`src/rtl/sfx_pkg.sv`:
```
// rtl/sfx_pkg.sv - clip ids, default widths, ROM entry layout and FSM states for sfx_scheduler
package sfx_pkg;

  localparam int DEF_NOTE_W = 6;
  localparam int DEF_DUR_W  = 8;
  localparam int DEF_IDX_W  = 5;
  localparam int NUM_SFX    = 5;

  // Clip ids double as priority: a higher id outranks a lower one.
  localparam logic [2:0] SFX_NONE  = 3'd0;
  localparam logic [2:0] SFX_CLICK = 3'd1;
  localparam logic [2:0] SFX_SCORE = 3'd2;
  localparam logic [2:0] SFX_LIFE  = 3'd3;
  localparam logic [2:0] SFX_LOSE  = 3'd4;
  localparam logic [2:0] SFX_WIN   = 3'd5;

  // Pending bits discarded when a game-over clip (win or lose) is selected.
  localparam logic [NUM_SFX-1:0] MINOR_MASK = 5'b00111;

  typedef struct packed {
    logic [DEF_NOTE_W-1:0] note;
    logic [DEF_DUR_W-1:0]  dur;
    logic                  last;
  } rom_entry_t;

  typedef enum logic [1:0] {
    S_IDLE,
    S_LOAD,
    S_PLAY
  } state_t;

endpackage

```
`src/rtl/sfx_rom.sv`:
```
// rtl/sfx_rom.sv - combinational clip table lookup (clip, idx) -> {note, dur, last}
module sfx_rom
  import sfx_pkg::*;
(
  input  logic [2:0]           clip,
  input  logic [DEF_IDX_W-1:0] idx,
  output rom_entry_t           entry
);

  logic [DEF_NOTE_W-1:0] n;
  logic [DEF_DUR_W-1:0]  d;
  logic [DEF_IDX_W-1:0]  last_idx;

  // Clip tables; an index past the end returns the final entry so reads stay in range.
  always_comb begin
    n        = '0;
    d        = 8'd1;
    last_idx = '0;
    case (clip)
      SFX_CLICK: begin
        last_idx = 5'd3;
        case (idx)
          5'd0:    {n, d} = {6'd19, 8'd30};
          5'd1:    {n, d} = {6'd17, 8'd20};
          5'd2:    {n, d} = {6'd16, 8'd20};
          default: {n, d} = {6'd15, 8'd30};
        endcase
      end
      SFX_SCORE: begin
        last_idx = 5'd3;
        case (idx)
          5'd0:    {n, d} = {6'd13, 8'd30};
          5'd1:    {n, d} = {6'd17, 8'd30};
          5'd2:    {n, d} = {6'd20, 8'd30};
          default: {n, d} = {6'd26, 8'd30};
        endcase
      end
      SFX_LIFE: begin
        last_idx = 5'd5;
        case (idx)
          5'd0:    {n, d} = {6'd36, 8'd20};
          5'd1:    {n, d} = {6'd34, 8'd20};
          5'd2:    {n, d} = {6'd30, 8'd20};
          5'd3:    {n, d} = {6'd26, 8'd30};
          5'd4:    {n, d} = {6'd18, 8'd30};
          default: {n, d} = {6'd12, 8'd50};
        endcase
      end
      SFX_LOSE: begin
        last_idx = 5'd7;
        case (idx)
          5'd0:    {n, d} = {6'd10, 8'd100};
          5'd1:    {n, d} = {6'd8,  8'd100};
          5'd2:    {n, d} = {6'd10, 8'd200};
          5'd3:    {n, d} = {6'd0,  8'd110};
          5'd4:    {n, d} = {6'd6,  8'd150};
          5'd5:    {n, d} = {6'd7,  8'd150};
          5'd6:    {n, d} = {6'd3,  8'd150};
          default: {n, d} = {6'd4,  8'd150};
        endcase
      end
      SFX_WIN: begin
        last_idx = 5'd18;
        case (idx)
          5'd0, 5'd3:                     {n, d} = {6'd14, 8'd100};
          5'd1, 5'd4:                     {n, d} = {6'd10, 8'd100};
          5'd2, 5'd5:                     {n, d} = {6'd7,  8'd100};
          5'd6, 5'd7:                     {n, d} = {6'd14, 8'd200};
          5'd8, 5'd11:                    {n, d} = {6'd16, 8'd100};
          5'd9, 5'd12:                    {n, d} = {6'd12, 8'd100};
          5'd10, 5'd13:                   {n, d} = {6'd9,  8'd100};
          5'd14, 5'd15:                   {n, d} = {6'd16, 8'd200};
          default:                        {n, d} = {6'd18, 8'd200};
        endcase
      end
      default: begin
        n        = '0;
        d        = 8'd1;
        last_idx = '0;
      end
    endcase
  end

  assign entry.note = n;
  assign entry.dur  = d;
  assign entry.last = (idx >= last_idx);

endmodule

```
`src/rtl/sfx_scheduler.sv`:
```
// rtl/sfx_scheduler.sv - fixed-priority buzzer clip scheduler; SFX_PREEMPT_EN lets higher-priority requests abort a clip
module sfx_scheduler
  import sfx_pkg::*;
#(
  parameter int NOTE_W = DEF_NOTE_W,
  parameter int DUR_W  = DEF_DUR_W,
  parameter int IDX_W  = DEF_IDX_W
) (
  input  logic              clk,
  input  logic              rst_n,
  input  logic              enable,
  input  logic              tick,
  input  logic [4:0]        req,
  output logic [NOTE_W-1:0] note,
  output logic              busy,
  output logic [2:0]        cur_sfx,
  output logic              done
);

  state_t               state_q, state_d;
  logic [NUM_SFX-1:0]   pending_q, pending_d;
  logic [IDX_W-1:0]     idx_q, idx_d;
  logic [DUR_W-1:0]     dur_q, dur_d;
  logic [NOTE_W-1:0]    note_q, note_d;
  logic [2:0]           cur_q, cur_d;
  logic                 done_q, done_d;
  logic [2:0]           sel_id;
  logic [NUM_SFX-1:0]   sel_hot;
  logic [NUM_SFX-1:0]   clr;
  rom_entry_t           rom_e;

  sfx_rom u_rom (
    .clip  (cur_q),
    .idx   (DEF_IDX_W'(idx_q)),
    .entry (rom_e)
  );

  // Priority encoder: later iterations overwrite earlier ones, so the highest id wins.
  always_comb begin
    sel_id  = SFX_NONE;
    sel_hot = '0;
    for (int i = 0; i < NUM_SFX; i++) begin
      if (pending_q[i]) begin
        sel_id     = 3'(i + 1);
        sel_hot    = '0;
        sel_hot[i] = 1'b1;
      end
    end
  end

`ifdef SFX_PREEMPT_EN
  logic preempt;

  // A pending clip with a higher id than the active one outranks it.
  always_comb begin
    preempt = 1'b0;
    for (int i = 0; i < NUM_SFX; i++) begin
      if (pending_q[i] && (3'(i + 1) > cur_q)) preempt = 1'b1;
    end
  end
`endif

  // Next state, pending update and next output register values.
  always_comb begin
    state_d   = state_q;
    pending_d = pending_q;
    idx_d     = idx_q;
    dur_d     = dur_q;
    note_d    = note_q;
    cur_d     = cur_q;
    done_d    = 1'b0;
    clr       = '0;
    if (!enable) begin
      state_d   = S_IDLE;
      pending_d = '0;
      idx_d     = '0;
      dur_d     = '0;
      note_d    = '0;
      cur_d     = SFX_NONE;
    end else begin
      case (state_q)
        S_IDLE: begin
          if (|pending_q) begin
            cur_d = sel_id;
            clr   = sel_hot;
            if (sel_id == SFX_WIN || sel_id == SFX_LOSE) clr = clr | MINOR_MASK;
            idx_d   = '0;
            state_d = S_LOAD;
          end
        end
        S_LOAD: begin
          note_d  = NOTE_W'(rom_e.note);
          dur_d   = (rom_e.dur == '0) ? DUR_W'(1) : DUR_W'(rom_e.dur);
          state_d = S_PLAY;
        end
        S_PLAY: begin
          if (tick) begin
            if (dur_q == DUR_W'(1)) begin
              if (rom_e.last) begin
                note_d  = '0;
                done_d  = 1'b1;
                cur_d   = SFX_NONE;
                state_d = S_IDLE;
              end else begin
                idx_d   = idx_q + IDX_W'(1);
                state_d = S_LOAD;
              end
            end else begin
              dur_d = dur_q - DUR_W'(1);
            end
          end
        end
        default: state_d = S_IDLE;
      endcase
`ifdef SFX_PREEMPT_EN
      if ((state_q != S_IDLE) && preempt) begin
        state_d = S_IDLE;
        note_d  = '0;
        cur_d   = SFX_NONE;
        done_d  = 1'b0;
        idx_d   = '0;
      end
`endif
      // A request landing on the selection cycle survives the clear.
      pending_d = (pending_q & ~clr) | req;
    end
  end

  // State, pending latches and output registers.
  always_ff @(posedge clk or negedge rst_n) begin
    if (!rst_n) begin
      state_q   <= S_IDLE;
      pending_q <= '0;
      idx_q     <= '0;
      dur_q     <= '0;
      note_q    <= '0;
      cur_q     <= SFX_NONE;
      done_q    <= 1'b0;
    end else begin
      state_q   <= state_d;
      pending_q <= pending_d;
      idx_q     <= idx_d;
      dur_q     <= dur_d;
      note_q    <= note_d;
      cur_q     <= cur_d;
      done_q    <= done_d;
    end
  end

  assign note    = note_q;
  assign busy    = (state_q != S_IDLE);
  assign cur_sfx = cur_q;
  assign done    = done_q;

endmodule

```
`config.mk`:
```
export PLATFORM = sky130hd
export DESIGN_NAME = sfx_scheduler
export DESIGN_NICKNAME = d
export VERILOG_FILES = /design/src/rtl/sfx_pkg.sv /design/src/rtl/sfx_rom.sv /design/src/rtl/sfx_scheduler.sv
export SDC_FILE = /design/constraint.sdc
export NUM_CORES = 1
export LEC_CHECK = 0
export ABC_AREA = 1
export BUFFER_PORTS_ARGS = -buffer_cell sky130_fd_sc_hd__clkbuf_2
export CAP_MARGIN = 25
export CORE_ASPECT_RATIO = 0.7
export CORE_MARGIN = 2
export CORE_UTILIZATION = 50
export CTS_BUF_LIST = sky130_fd_sc_hd__clkbuf_4 sky130_fd_sc_hd__clkbuf_8
export DETAILED_ROUTE_END_ITERATION = 7
export HOLD_SLACK_MARGIN = 0.1
export PLACE_DENSITY = 0.69
export SKIP_CTS_REPAIR_TIMING = 1
export SLEW_MARGIN = 20
export SYNTH_ARGS = -nofsm -noshare
export SYNTH_HDL_FRONTEND = slang
export SYNTH_SLANG_ARGS = --single-unit
```
`constraint.sdc`:
```
create_clock -name clk -period 6.97 [get_ports clk]
set_input_delay 1.394 -clock clk [delete_from_list [all_inputs] [get_ports clk]]
set_output_delay 1.394 -clock clk [all_outputs]
set_load 0.02 [all_outputs]
```
# Word-level counts from Yosys, hierarchy flattened
# Memory sizes are Yosys's and may differ from the RTL's.
# Index checks and enable logic that the tools add are counted.
[op_classes] add_sub_neg=2 n_lt_le_gt_ge=1 eq_ne=24 muxes=59 bitwise=3 n_reduce_logical=17
[ops] op="$mux 5" count=12
[ops] op="$pmux 6 s5" count=2
[ops] op="$pmux 8 s5" count=1
[ops] op="$mux 8" count=4
[ops] op="$pmux 5 s3" count=2
[ops] op="$mux 3" count=9
[ops] op="$mux 6" count=4
[ops] op="$pmux 4 s6" count=1
[ops] op="$pmux 6 s2" count=2
[ops] op="$pmux 8 s3" count=1
[ops] op="$pmux 5 s4" count=1
[ops] op="$ne 3x3->1 const B" count=6
[ops] op="$pmux 8 s2" count=1
[ops] op="$eq 5x3->1 const B" count=3
[ops] op="$mux 14" count=1
[ops] op="$eq 3x3->1 const B" count=4
[ops] op="$mux 2" count=6
[ops] op="$eq 5x2->1 const B" count=2
[ops] op="$pmux 5 s2" count=1
[ops] op="$reduce_and 5->1" count=2
[ops] op="$reduce_or 2->1" count=5
[ops] op="$eq 8x1->1 const B" count=1
[ops] op="$logic_not 8->1" count=1
[ops] op="$mux 1" count=8
[ops] op="23 further kinds" count=26
[word_totals] ff_bits=30 rom_bits=144 in_bits=9 output_inout_bits=11 n_memories=1
[mem_list] name="(name not given)" depth=16 word_bits=9 read_ports=1 rd_clocked_by_memory_dff=0 write_ports=0 line_no="sfx_rom.sv:64" text="case (idx)"

# Depth between registers and ports, before layout
# Gate-level depths: netlist (run 1).
[logic_depth] word_depth=15 depth_mapped=16

# Modules after synthesis
# Synthesis (run 1) repeated with hierarchy kept, for this count alone.
[hier_totals] cells_unflattened=403 area_unflattened_um2=2651.3
[modules_own_cells] module="sfx_scheduler" instances=1 cells_per_inst=251 area_each_um2=1833.0 seq_area_each_um2=750.7
[modules_own_cells] module="sfx_rom" instances=1 cells_per_inst=152 area_each_um2=818.3 seq_area_each_um2=0.0

# Worst setup path after synthesis (run 1)
# No wires, ideal clock.
[synth_path] path_kind="register to register" from="reg cur_q[0] (netlist: cur_sfx[0])" to="reg note_q[1] (netlist: note[1])" arrival_time_ps=2265 required_ps=6854 path_slack_ps=4589 path_stages_with_launch=15 path_buffers=1 cell_sequence="dfrtp_1 clkbuf_2 nor3_2 inv_1 nand2_1 inv_1 ha_1 nand2_1 nand2_1 a21oi_1 nand4_2 nand3_1 inv_2 nand2_1 nand2_1"
[synth_via] elab_chain_len=6 elab_cells_between_ends=13 cone_classes="order compare (1); eq/ne (6); mux (4); reduce/logical (2)"
[synth_rtl] element="start: declaration" line_no="sfx_scheduler.sv:25" text="logic [2:0] cur_q, cur_d;"
[synth_rtl] element="start signal: assignment" line_no="sfx_scheduler.sv:145" text="cur_q <= cur_d;"
[synth_rtl] element="$eq 3x1->1 / $eq 3x2->1 (equally long branches)" line_no="sfx_rom.sv:19" text="case (clip)"
[synth_rtl] element="$reduce_or 2->1 (no source line)"
[synth_rtl] element="$pmux 5 s4" line_no="sfx_rom.sv:19"
[synth_rtl] element="$ge 5x5->1" line_no="sfx_rom.sv:86" text="assign entry.last = (idx >= last_idx);"
[synth_rtl] element="$ne 3x3->1 (no source line)"
[synth_rtl] element="$reduce_and 4->1 (no source line)"
[synth_rtl] element="end signal: assignment" line_no="sfx_scheduler.sv:144" text="note_q <= note_d;"
[synth_rtl] element="end: declaration" line_no="sfx_scheduler.sv:24" text="logic [NOTE_W-1:0] note_q, note_d;"
# Several ways; a longest one is shown, not always the timed one.
# A chain may end at the register's enable or synchronous reset.

# Final worst setup path (run 1)
[layout_path] from="reg cur_q[0] (netlist: cur_sfx[0])" to="reg note_q[3] (netlist: note[3])"
# The elaborated chain is that of the path after synthesis.

==> impl_metrics.ini, run 1 <==
[sta]
setup_viol = 0
slew_viol_final = 0
hold_viol = 0
period_share_pct = 37.8
fin_tns_setup_ns = 0
max-slew-margin-rel_pct = 46.6
period_minus_slack_ns = 2.64
rsz0062_at_grt = false
fmaxAchievable_ghz = 0.379
skew_ns = 0.0126
worstMarginPinSlew_ns = 0.801

[finish]
regArea_um2 = 751
n_antenna_cell = 0
post_route_cells_drive_above_1_share_pct = 12.9
fillerInstances = 499
multiInputGateArea_um2 = 1470
nNetsFinal = 425
stdcell_area_um2 = 2690
area_growth_pct = 9.77

[grt]
grt_max_degree = 31
grt.overflow.total = 0
grt_usage_pct = 23.2
grt_pass1_vias = 2163
grt_pass1_wl_um = 10100
antenna_found_initial = 0

[flow_run]
cap_violations = 0

[hold_path]
hp-class = flip-flop to flip-flop

[synthesis]
synth_ff_type = dfrtp_1
yosysTopAreaCellShare_pct = 30.7
synthCells = 381
synth_commonest_cells = 112 x nand2_1, 48 x inv_1, 48 x nor2_1
synthesis.area_um2 = 2450
synth.area.top_cells = dfrtp_1 31%, nand2_1 17%, nand3_1 7.4%, inv_1 7.4%, nor2_1 7.4%
synthArstFlopShare_pct = 100
ys_types = 33
syn_nets = 403
synth.most_common_cell = nand2_1
avgSynthCellArea_um2 = 6.42
yosys_warnings = 0
yosys.area.top_type = dfrtp_1
synth_edf_count = 0
yosysSeqAreaShare_pct = 30.7
ys_ff_latch = 30

[setup_path]
worstSetupPathType = flip-flop to flip-flop
path_cells = nor3_2 -> inv_1 -> nand2_1 -> inv_1 -> ha_1 -> nand2_1 -> nand2_1 -> a21oi_1 -> nand4_2 -> nand3_1 -> inv_2 -> nand2_1 -> nand2_1
start_kind = flip-flop
end_kind = flip-flop
cp_slowest_cell = nor3_2
crit_required_ns = 7.14
critPathMaxStageDelay_ns = 0.52
crit_fanout = 10
path_common_cell = nand2_1
crit_arrival_ns = 2.80

[place]
dp_hpwl_um = 4510
place_congestion = 0.988
place_area_um2 = 2610
io_buffers = 19

[die]
rows = 21
start_util_pct = 51.4
chipHeight_um = 62.5
num_io_pins = 20
core_area_um2 = 4760
die-area_um2 = 5480
die_w_um = 87.6

[pwr]
ir_worst_vdd_mv = 0.201
sw_frac_of_total_pct = 50.9
p_clk_share_pct = 14.3
p_sw_w = 0.000470
p_comb_share_pct = 58.4
intPower_w = 0.000454
p_per_area_nw_per_um2 = 344
seqPwrFrac_pct = 27.3
cellLeakagePower_nw = 1.50
p_total_w = 0.000924

[clock_network]
htree_num_levels = 2
cts_sinks = 30
clkLatencyLatePin_ns = 0.28
cts_tree = done
clockBufferDepth = 2
cts-root-buf = clkbuf_8
cts-buffers-inserted = 5
clk_pin_slew_worst_paths_ns = 0.07

[drt]
drt-pass1-iter-count = 5
wl_per_cell_um = 12.5
dr_wl_met2_um = 2400
drc_errors = 0
drt-met1-wl_um = 3070
dr_wl_met3_um = 389
ant_nets = 0
routed_wl_um = 5900
vias = 2495
avgViaCountPerCell = 5.29
drt_iter0_markers = 260
maxUsedRoutingLayer = met4

[outcome]
status = finished, final reports clean
-- metrics by stage --
step	hold slack (ns)	util, %	cells	setup WS, ns
after floorplan	0.449	-	381	4.59
after global placement	0.465	54.8	465	4.29
after detailed placement	0.470	54.8	465	4.26
after CTS	0.488	56.5	472	4.34
after global routing	0.519	56.5	472	4.09
final	0.485	56.5	472	4.33
-- path summary, 6_finish.rpt --
kind / end / slack [ns] / cells after the start / startpoint
min in group asynchronous: dur_q[7] / 1.19 / 1 / rst_n
setup reg to reg: note[3] / 4.33 / 13 / cur_sfx[0]
hold / removal: note[4] / 0.49 / 2 / note[4]
max in group asynchronous: idx_q[2] / 5.27 / 1 / rst_n
hold reg to reg: note[4] / 0.49 / 2 / note[4]
setup / recovery: note[3] / 4.33 / 13 / cur_sfx[0]
-- state kept, by name, indices dropped and copies added, names as in the netlist --
| signal | cells |
|---|---|
| cur_sfx | 3 |
| idx_q | 5 |
| state_q | 2 |
| dur_q | 8 |
| note | 6 |
| done | 1 |
| pending_q | 5 |
-- power groups by stage --
stage / registers, W / logic, W / clock network, W
finish: 0.000252 / 0.000540 / 0.000132
detailed placement: 0.000254 / 0.000535 / 0
global route: 0.000258 / 0.000613 / 0.000145
CTS: 0.000252 / 0.000537 / 0.000136
global placement: 0.000252 / 0.000534 / 0
floorplan: 0.000263 / 0.000399 / 0
-- worst max-delay path: cells and delay by family (launching register included) --
kind                     cells  cell delay (ns)
adder cells (fa/ha/maj)      1             0.31
buffers and inverters        3             0.24
AND/OR/NAND/NOR              8             1.34
flip-flops                   1             0.46
AO/OA/AOI/OAI                1             0.18
-- layout make-up --
type                       instances  area share [%]
multi-input combinational        292            54.7
sequential                        30            28.0
inverter                          55            7.69
timing repair buffer              19            3.54
tap                               69            3.22
clock buffer                       5            2.56
clock inverter                     2           0.373
-- cell usage in the layout, fill, tap and decap left out, drive strengths merged --
cell | netlist | layout
nor4 | 3 | 3
a21oi | 18 | 18
o22ai | 1 | 1
nor3 | 4 | 4
o21bai | 2 | 2
nand2 | 120 | 120
clkinv | 0 | 2
a211oi | 1 | 1
xor2 | 1 | 1
nor2 | 55 | 55
inv | 55 | 55
ha | 13 | 13
nand4 | 7 | 7
clkbuf | 2 | 24
o21ai | 25 | 25
or2 | 1 | 1
dfrtp | 30 | 30
a31oi | 1 | 1
nand3 | 37 | 37
o211ai | 2 | 2
nor3b | 1 | 1
-- routing by layer --
metal / GRT usage, % / vias to the layer above
li1: - / 1260
met1: 36.6 / 1144
met2: 32.0 / 85
met3: 5.68 / 6
met4: 4.42 / 0
met5: 0 / -
-- kinds of logic (layout without fill, tap and decap cells) --
kind of cell | after synthesis | after routing | synth area share [%]
xor gates and xnor gates | 1 | 1 | 0.358
adders and majority gates | 13 | 13 | 6.65
and+or+nand+nor | 228 | 228 | 42.1
buffers and inverters | 59 | 81 | 9.31
DFF | 30 | 30 | 30.7
AOI/OAI and AO/OA | 50 | 50 | 10.8
(Power assumes the default switching activity.)
==> run 2, diff against run 1 <==
==> constraint.sdc (replaced) <==
create_clock -name clk -period 2.65 [get_ports clk]
set_input_delay 0.53 -clock clk [delete_from_list [all_inputs] [get_ports clk]]
set_output_delay 0.53 -clock clk [all_outputs]
set_load 0.02 [all_outputs]
==> run 2 against run 1 <==
Compared with the run above:
- cell area is 1.7% higher
- critical path depth is 1 higher
- critical endpoint is now idx_q[0]
- register-to-register slack worse by 4.1 ns
==> impl_metrics.ini, run 2 (same netlist as run 1, synthesis figures left out) <==
[hold_path]
hp-class = input port to async pin

[drt]
routed_wl_um = 6090
wl_per_cell_um = 12.8
drt_iter0_markers = 216
drc_errors = 0
ant_nets = 0
vias = 2497
avgViaCountPerCell = 5.23
drt-pass1-iter-count = 6

[grt]
antenna_found_initial = 0
grt_usage_pct = 24.2
grt.busiest_layer = met1
use_met3_pct = 5.55
met1_usage_pct = 36.9
grt_max_degree = 31
grt_pass1_wl_um = 10700
grt_pass1_vias = 2332
grt.overflow.total = 0
grt_util_met2_pct = 34.2

[sta]
period_minus_slack_ns = 2.45
hold_slack_ns = 0.307
period_share_pct = 92.4
hold_viol = 0
max-slew-margin-rel_pct = 48.2
fin_tns_setup_ns = 0
skew_ns = 0.00868
setup_viol = 0
rsz0062_at_grt = false
worst_slack_ns = 0.202
slew_viol_final = 0
fmaxAchievable_ghz = 0.409
worstMarginPinSlew_ns = 0.776

[pwr]
p_per_area_nw_per_um2 = 923
cellLeakagePower_nw = 1.52
ir_worst_vdd_mv = 0.494

[place]
dp_hpwl_um = 4650
pre_cts_slack_ns = 0.225
place_congestion = 0.995
io_buffers = 19

[setup_path]
crit_fanout = 5
crit_arrival_ns = 2.68
start_kind = flip-flop
crit_required_ns = 2.88
end_kind = flip-flop
worstSetupPathType = flip-flop to flip-flop

[die]
num_io_pins = 20
chipHeight_um = 62.5
rows = 21
core_area_um2 = 4760
die-area_um2 = 5480
start_util_pct = 51.4
die_w_um = 87.6

[finish]
post_route_cells_drive_above_1_share_pct = 14.0
final_cell_mix = 112 x nand2_1, 48 x inv_1, 48 x nor2_1
largest_reg_flops = 8
regMostFlops = dur_q
n_antenna_cell = 0
nNetsFinal = 429
layout_commonest_cell = nand2_1
area_growth_pct = 11.7

[clock_network]
cts-buffers-inserted = 5
htree_num_levels = 2
clkLatencyLatePin_ns = 0.29
cts-root-buf = clkbuf_8
cts_tree = done
cts_sinks = 30
clockBufferDepth = 2
clk_pin_slew_worst_paths_ns = 0.07

[outcome]
status = finished, final reports clean

[flow_run]
cap_violations = 0
[run 2: cell types whose count changed in the layout (fill, tap and decap cells not counted)]
| cell | delta |
|---|---|
| buf_4 | +4 |
| clkbuf_8 | +1 |
| clkinv_2 | -1 |
| clkbuf_4 | +1 |
[run 2: power breakdown]
part,leakage (nW),internal [W],switching (W)
sequential,0.402,0.000561,0.000107
combinational,1.07,0.000477,0.000977
clock,0.0517,0.000219,0.000180
[run 2: worst max-delay path, stage by stage, from the launching register on]
cell     delay, ns
dfrtp_1       0.42
inv_1         0.09
nor2_1        0.21
nand2_1       0.19
nand2_1       0.14
inv_1         0.06
ha_1          0.30
nand2_1       0.08
nand2_1       0.05
a21oi_1       0.19
nand4_2       0.22
buf_4         0.20
inv_1         0.07
nand3_1       0.08
nand2_1       0.07
[run 2: worst paths after layout]
kind / from / end / slack, ns / cells past startpoint
max in group asynchronous: rst_n / idx_q[2] / 1.84 / 1
min in group clk: req[3] / pending_q[3] / 0.45 / 3
worst max register to register: cur_sfx[1] / idx_q[0] / 0.20 / 14
worst min-delay path: rst_n / note[4] / 0.31 / 1
worst min register to register: dur_q[7] / dur_q[7] / 0.48 / 2
worst max-delay path: cur_sfx[1] / idx_q[0] / 0.20 / 14
[run 2: layer usage]
layer | part of all wire, % | up-vias
met5 | 0 | -
met1 | 49 | 1102
met4 | 1.5 | 0
li1 | - | 1271
met3 | 9.7 | 14
met2 | 40 | 110
[run 2: final cells by class]
type,count,area (um^2)
sequential,30,751
timing repair buffer,23,125
clock inverter,1,5.00
tap,69,86.3
fill,489,2020
clock buffer,7,90.1
multi-input combinational,292,1470
inverter,55,206
[run 2: per-stage QoR]
step                      power, W  cell area (um^2)  utilization [%]  std cells
final                      0.00252              2730             57.4        477
after global routing       0.00277              2730             57.4        477
after CTS                  0.00250              2720             57.1        475
after detailed placement   0.00210              2620             55.1        467
after global placement     0.00208              2620             55.1        467
after floorplan            0.00174              2450                -        381
